### config.mk
export PLATFORM = sky130hd
export DESIGN_NAME = vga_timing_gen
export DESIGN_NICKNAME = d
export VERILOG_FILES = /design/src/rtl/vga_timing_gen.sv
export SDC_FILE = /design/constraint.sdc
export NUM_CORES = 1
export LEC_CHECK = 0
export BUFFER_PORTS_ARGS = -buffer_cell sky130_fd_sc_hd__clkbuf_2
export CELL_PAD_IN_SITES_DETAIL_PLACEMENT = 1
export CELL_PAD_IN_SITES_GLOBAL_PLACEMENT = 1
export CORE_MARGIN = 2
export CORE_UTILIZATION = 38
export CTS_CLUSTER_DIAMETER = 40
export DETAILED_ROUTE_END_ITERATION = 12
export PLACE_DENSITY_LB_ADDON = 0.1
export SLEW_MARGIN = 10
export SYNTH_ARGS = -nofsm -noshare
export SYNTH_HDL_FRONTEND = slang
export SYNTH_SLANG_ARGS = --single-unit
### constraint.sdc
create_clock -name VGA_CLOCK -period 2.2 [get_ports VGA_CLOCK]
set_clock_uncertainty 0.2 [all_clocks]
set_input_delay 0 -clock VGA_CLOCK [delete_from_list [all_inputs] [get_ports VGA_CLOCK]]
set_output_delay 0 -clock VGA_CLOCK [all_outputs]
set_load 0.02 [all_outputs]
### src/rtl/vga_timing_gen.sv
// Raster timing generator: pixel divider, h/v counters and registered,
// mutually aligned position, blanking, sync and start-of-line/frame outputs.
module vga_timing_gen #(
    parameter int H_ACTIVE  = 640,
    parameter int H_FP      = 16,
    parameter int H_SYNC    = 96,
    parameter int H_BP      = 48,
    parameter int V_ACTIVE  = 480,
    parameter int V_FP      = 10,
    parameter int V_SYNC    = 2,
    parameter int V_BP      = 33,
    parameter bit HSYNC_POL = 1'b0,
    parameter bit VSYNC_POL = 1'b0,
    parameter int PIX_DIV   = 1
) (
    input  logic        VGA_CLOCK,
    input  logic        RESET,
    output logic        PIX_EN,
    output logic [31:0] XPOS,
    output logic [31:0] YPOS,
    output logic        DISP_EN,
    output logic        HSYNC,
    output logic        VSYNC,
    output logic        LINE_START,
    output logic        FRAME_START
);

    localparam int H_TOTAL = H_ACTIVE + H_FP + H_SYNC + H_BP;
    localparam int V_TOTAL = V_ACTIVE + V_FP + V_SYNC + V_BP;
    localparam int H_W     = $clog2(H_TOTAL);
    localparam int V_W     = $clog2(V_TOTAL);
    localparam int DIV_W   = (PIX_DIV > 1) ? $clog2(PIX_DIV) : 1;

    localparam logic [31:0] H_ACT  = 32'(H_ACTIVE);
    localparam logic [31:0] V_ACT  = 32'(V_ACTIVE);
    localparam logic [31:0] HS_BEG = 32'(H_ACTIVE + H_FP);
    localparam logic [31:0] HS_END = 32'(H_ACTIVE + H_FP + H_SYNC);
    localparam logic [31:0] VS_BEG = 32'(V_ACTIVE + V_FP);
    localparam logic [31:0] VS_END = 32'(V_ACTIVE + V_FP + V_SYNC);

    logic [DIV_W-1:0] div_q, div_d;
    logic [H_W-1:0]   hcount_q, hcount_d;
    logic [V_W-1:0]   vcount_q, vcount_d;
    logic             pix_en_q, pix_en_d;
    logic [31:0]      xpos_q, xpos_d;
    logic [31:0]      ypos_q, ypos_d;
    logic             disp_en_q, disp_en_d;
    logic             hsync_q, hsync_d;
    logic             vsync_q, vsync_d;
    logic             line_start_q, line_start_d;
    logic             frame_start_q, frame_start_d;

    logic             tick;
    logic [31:0]      h_ext, v_ext;

    assign tick  = (div_q == DIV_W'(PIX_DIV - 1));
    assign h_ext = 32'(hcount_q);
    assign v_ext = 32'(vcount_q);

    always_comb begin
        div_d         = tick ? '0 : div_q + DIV_W'(1);
        pix_en_d      = tick;
        hcount_d      = hcount_q;
        vcount_d      = vcount_q;
        xpos_d        = xpos_q;
        ypos_d        = ypos_q;
        disp_en_d     = disp_en_q;
        hsync_d       = hsync_q;
        vsync_d       = vsync_q;
        line_start_d  = line_start_q;
        frame_start_d = frame_start_q;

        // Outputs describe the pixel the counters point at before they advance,
        // so the first tick after reset presents pixel (0,0).
        if (tick) begin
            xpos_d        = h_ext;
            ypos_d        = v_ext;
            disp_en_d     = (h_ext < H_ACT) && (v_ext < V_ACT);
            hsync_d       = (h_ext >= HS_BEG && h_ext < HS_END) ? HSYNC_POL : ~HSYNC_POL;
            vsync_d       = (v_ext >= VS_BEG && v_ext < VS_END) ? VSYNC_POL : ~VSYNC_POL;
            line_start_d  = (hcount_q == '0);
            frame_start_d = (hcount_q == '0) && (vcount_q == '0);

            if (hcount_q == H_W'(H_TOTAL - 1)) begin
                hcount_d = '0;
                vcount_d = (vcount_q == V_W'(V_TOTAL - 1)) ? '0 : vcount_q + V_W'(1);
            end else begin
                hcount_d = hcount_q + H_W'(1);
            end
        end
    end

    always_ff @(posedge VGA_CLOCK) begin
        if (RESET) begin
            div_q         <= '0;
            hcount_q      <= '0;
            vcount_q      <= '0;
            pix_en_q      <= 1'b0;
            xpos_q        <= '0;
            ypos_q        <= '0;
            disp_en_q     <= 1'b0;
            hsync_q       <= ~HSYNC_POL;
            vsync_q       <= ~VSYNC_POL;
            line_start_q  <= 1'b0;
            frame_start_q <= 1'b0;
        end else begin
            div_q         <= div_d;
            hcount_q      <= hcount_d;
            vcount_q      <= vcount_d;
            pix_en_q      <= pix_en_d;
            xpos_q        <= xpos_d;
            ypos_q        <= ypos_d;
            disp_en_q     <= disp_en_d;
            hsync_q       <= hsync_d;
            vsync_q       <= vsync_d;
            line_start_q  <= line_start_d;
            frame_start_q <= frame_start_d;
        end
    end

    assign PIX_EN      = pix_en_q;
    assign XPOS        = xpos_q;
    assign YPOS        = ypos_q;
    assign DISP_EN     = disp_en_q;
    assign HSYNC       = hsync_q;
    assign VSYNC       = vsync_q;
    assign LINE_START  = line_start_q;
    assign FRAME_START = frame_start_q;

endmodule

==> metrics.yaml <==
yosys:
  synth_flop_cell: "dfxtp_1"
  synthDistinctLibCells: 42
  ys_warn_count: 0
  async_flop_share: 0
  synth_cells: 264
  syn_avg_cell_area_um2: 9.062
  synth-seq-cells: 47
  synth_edf_count: 0
  netlist_area_mm2: 0.002392
  seq_area_frac_synth: 0.3933
clocking:
  cts_tree: "yes"
  clock_latency_ns: 0.29
  clk_path_buf_depth: 2
  cts_root_buf: "clkbuf_8"
  cts_resized: 0
  post_cts_buffers: 0
  htreeDepth: 2
  path_clk_slew_ns: 0.09
  clkSinkCount: 47
  holdBufCountCts: 1
  cts_buffers: 5
power:
  pwr-share-clk: 0.374
  power_frac_comb: 0.096
  p_seq_frac: 0.531
  p_switching_uw: 410.0
  power_density_mw_per_mm2: 640.6
  p_int_uw: 1233
  totalPowerFinal_uw: 1643
  switching_share: 0.2496
  leakagePower_uw: 0.001141
  irDropWorstVdd_uv: 372.1
drt:
  vias: 1775
  drtAntennaViolNets: 0
  wire_per_inst_um: 13.36
  first_iter_violations: 46
  dr.pass1.iters: 4
  drcViolationCount: 0
  routed_via_density: 4.772
  routed_wl_um: 4970
floorplanning:
  die_x_um: 83.35
  core-area_mm2: 0.005991
  initial_core_util: 0.3993
  die_y_um: 83.35
  rows: 28
  io_pins: 72
  dieArea_mm2: 0.006946
sta:
  finalSetupTns_ns: 0
  setup_viol: 0
  rsz0062_at_grt: "no"
  fin_crit_sh: 0.9071
  hold_viol_final: 0
  min_period_ns: 1.996
  final_max_slew_viol_count: 0
  clock.fmax_mhz: 501.1
  setup_slack_ns: 0.2043
  hold_slack_ns: 0.2462
worst_setup_path:
  crit_path_end_kind: "flop"
  r2r_cells: 4
  reg2reg_from: "hcount_q[5]$_SDFFE_PP0N_"
  cp.arrival_ns: 1.98
  cp_max_fo: 9
  required_ns: 2.19
  cp-start-kind: "flop"
  r2r_end: "vcount_q[7]$_SDFFE_PP0P_"
  critical_path_class: "flop to flop"
  rrSetupSlack_ns: 0.20
placed_design:
  post-place-ws_ns: 0.2067
  dpl.hpwl_um: 3775
  port_buffers: 27
  routabilityCongestion: 0.7753
global_routing:
  antenna_found_initial: 0
  grt_max_degree: 20
  grt_pass1_wl_um: 8535
  groute.usage.overall: 0.1494
  grt_pass1_vias: 1717
  grt.overflow.total: 0
final_layout:
  final_cell_mix: "dfxtp_1 (47), conb_1 (45), nor2_1 (39)"
  seq_area_um2: 940.9
  final_common_cell: "dfxtp_1"
  drive_gt1_frac: 0.1717
  fin_nets: 303
  multi_input_area_mm2: 0.001177
  fill_cells: 722
  areaGrowthSynthToFinish_pct: 7.218
  diodes: 0
run:
  cap_violations: 0
hold_path:
  whs_path_depth: 2
  hold_class: "flop to flop"
  worstHoldEndpoint: "LINE_START$_SDFFE_PP0N_"
  hold_path_startpoint: "LINE_START$_SDFFE_PP0N_"
run_status:
  status: "finished, final reports clean"
[worst max-delay path by stage]
stage                                        start                  endpoint  slack [ns]
after detailed placement  hcount_q[5]$_SDFFE_PP0N_  vcount_q[7]$_SDFFE_PP0P_        0.21
final                     hcount_q[5]$_SDFFE_PP0N_  vcount_q[7]$_SDFFE_PP0P_        0.20
after CTS                 hcount_q[0]$_SDFFE_PP0N_  vcount_q[8]$_SDFFE_PP0P_        0.18
after global placement    hcount_q[5]$_SDFFE_PP0N_  vcount_q[7]$_SDFFE_PP0P_        0.24
after floorplan           hcount_q[5]$_SDFFE_PP0N_  vcount_q[7]$_SDFFE_PP0P_        0.28
after global routing      hcount_q[0]$_SDFFE_PP0N_  vcount_q[8]$_SDFFE_PP0P_        0.02
[layout make-up]
cell class                      instances  share of cell area
Multi-Input combinational cell        198              0.4590
Inverter                                6            0.008780
Sequential cell                        47              0.3668
Clock inverter                          1             0.01171
Clock buffer                            6             0.02829
Tap cell                               75             0.03659
Timing Repair Buffer                   39             0.08878
[power by group through the flow]
| stage | Sequential [µW] | Combinational, µW | Clock, µW |
|---|---|---|---|
| 6_report | 872 | 158 | 614 |
| 4_1_cts | 872 | 159 | 632 |
| 3_5_place_dp | 892 | 157 | 0 |
| 5_1_grt | 874 | 173 | 670 |
| 2_1_floorplan | 900 | 179 | 0 |
| 3_3_place_gp | 892 | 157 | 0 |
[logic make-up after synthesis]
logic type      after synthesis  share of synthesized area
compound gates               16                    0.04080
xor+xnor                     13                    0.04759
mux                          21                    0.08787
other cells                   1                   0.001568
fa+ha+maj                     4                    0.02092
flops                        47                     0.3933
simple gates                 99                     0.2244
buf+inv                      63                     0.1836
[cell usage after synthesis, types with 2 or more instances]
master    number  share of area
nand4b_1       3          0.011
xor2_1         8          0.029
nor4_1         5          0.013
buf_6          3          0.014
dfxtp_1       47           0.39
mux2i_1       21          0.088
ha_1           4          0.021
clkbuf_1       5         0.0078
o21ai_0        4         0.0084
nand3_1       13          0.027
a21oi_1        6          0.013
nand2_1        8          0.013
o21bai_1       3         0.0094
nand3b_1       2         0.0063
buf_4         46           0.14
xnor2_1        5          0.018
nor2_1        39          0.061
nand4_1        7          0.018
nor3_1         3         0.0063
inv_1          6         0.0094
nor2b_1        5          0.013
[layer usage]
metal  GRT usage  up-vias  wire length [µm]
li1            -      871                 -
met1      0.1850      861              2160
met2      0.2639       36              2550
met3     0.03181        7               203
met4     0.03577        0                55
met5           0        -                 0
[critical path: stages (launching register included)]
cell and delay, ns:
dfxtp_1 0.40, or4b_4 0.59, nor4_4 0.39, mux2i_1 0.26
nor3_2 0.06
[state kept, by name (all words and copies together) (netlist names)]
signal       count
DISP_EN          1
FRAME_START      1
HSYNC            1
LINE_START       1
PIX_EN           1
VSYNC            1
XPOS            10
YPOS            10
div_q            1
hcount_q        10
vcount_q        10
[metrics by stage]
stage / std cells / utilization / instance area [µm²]
finish: 372 / 0.4282 / 2565
CTS: 372 / 0.4282 / 2565
global route: 372 / 0.4282 / 2565
floorplan: 308 / - / 2557
global placement: 364 / 0.4094 / 2452
detailed placement: 364 / 0.4094 / 2452
No activity file was read; power rests on OpenSTA's default activity.
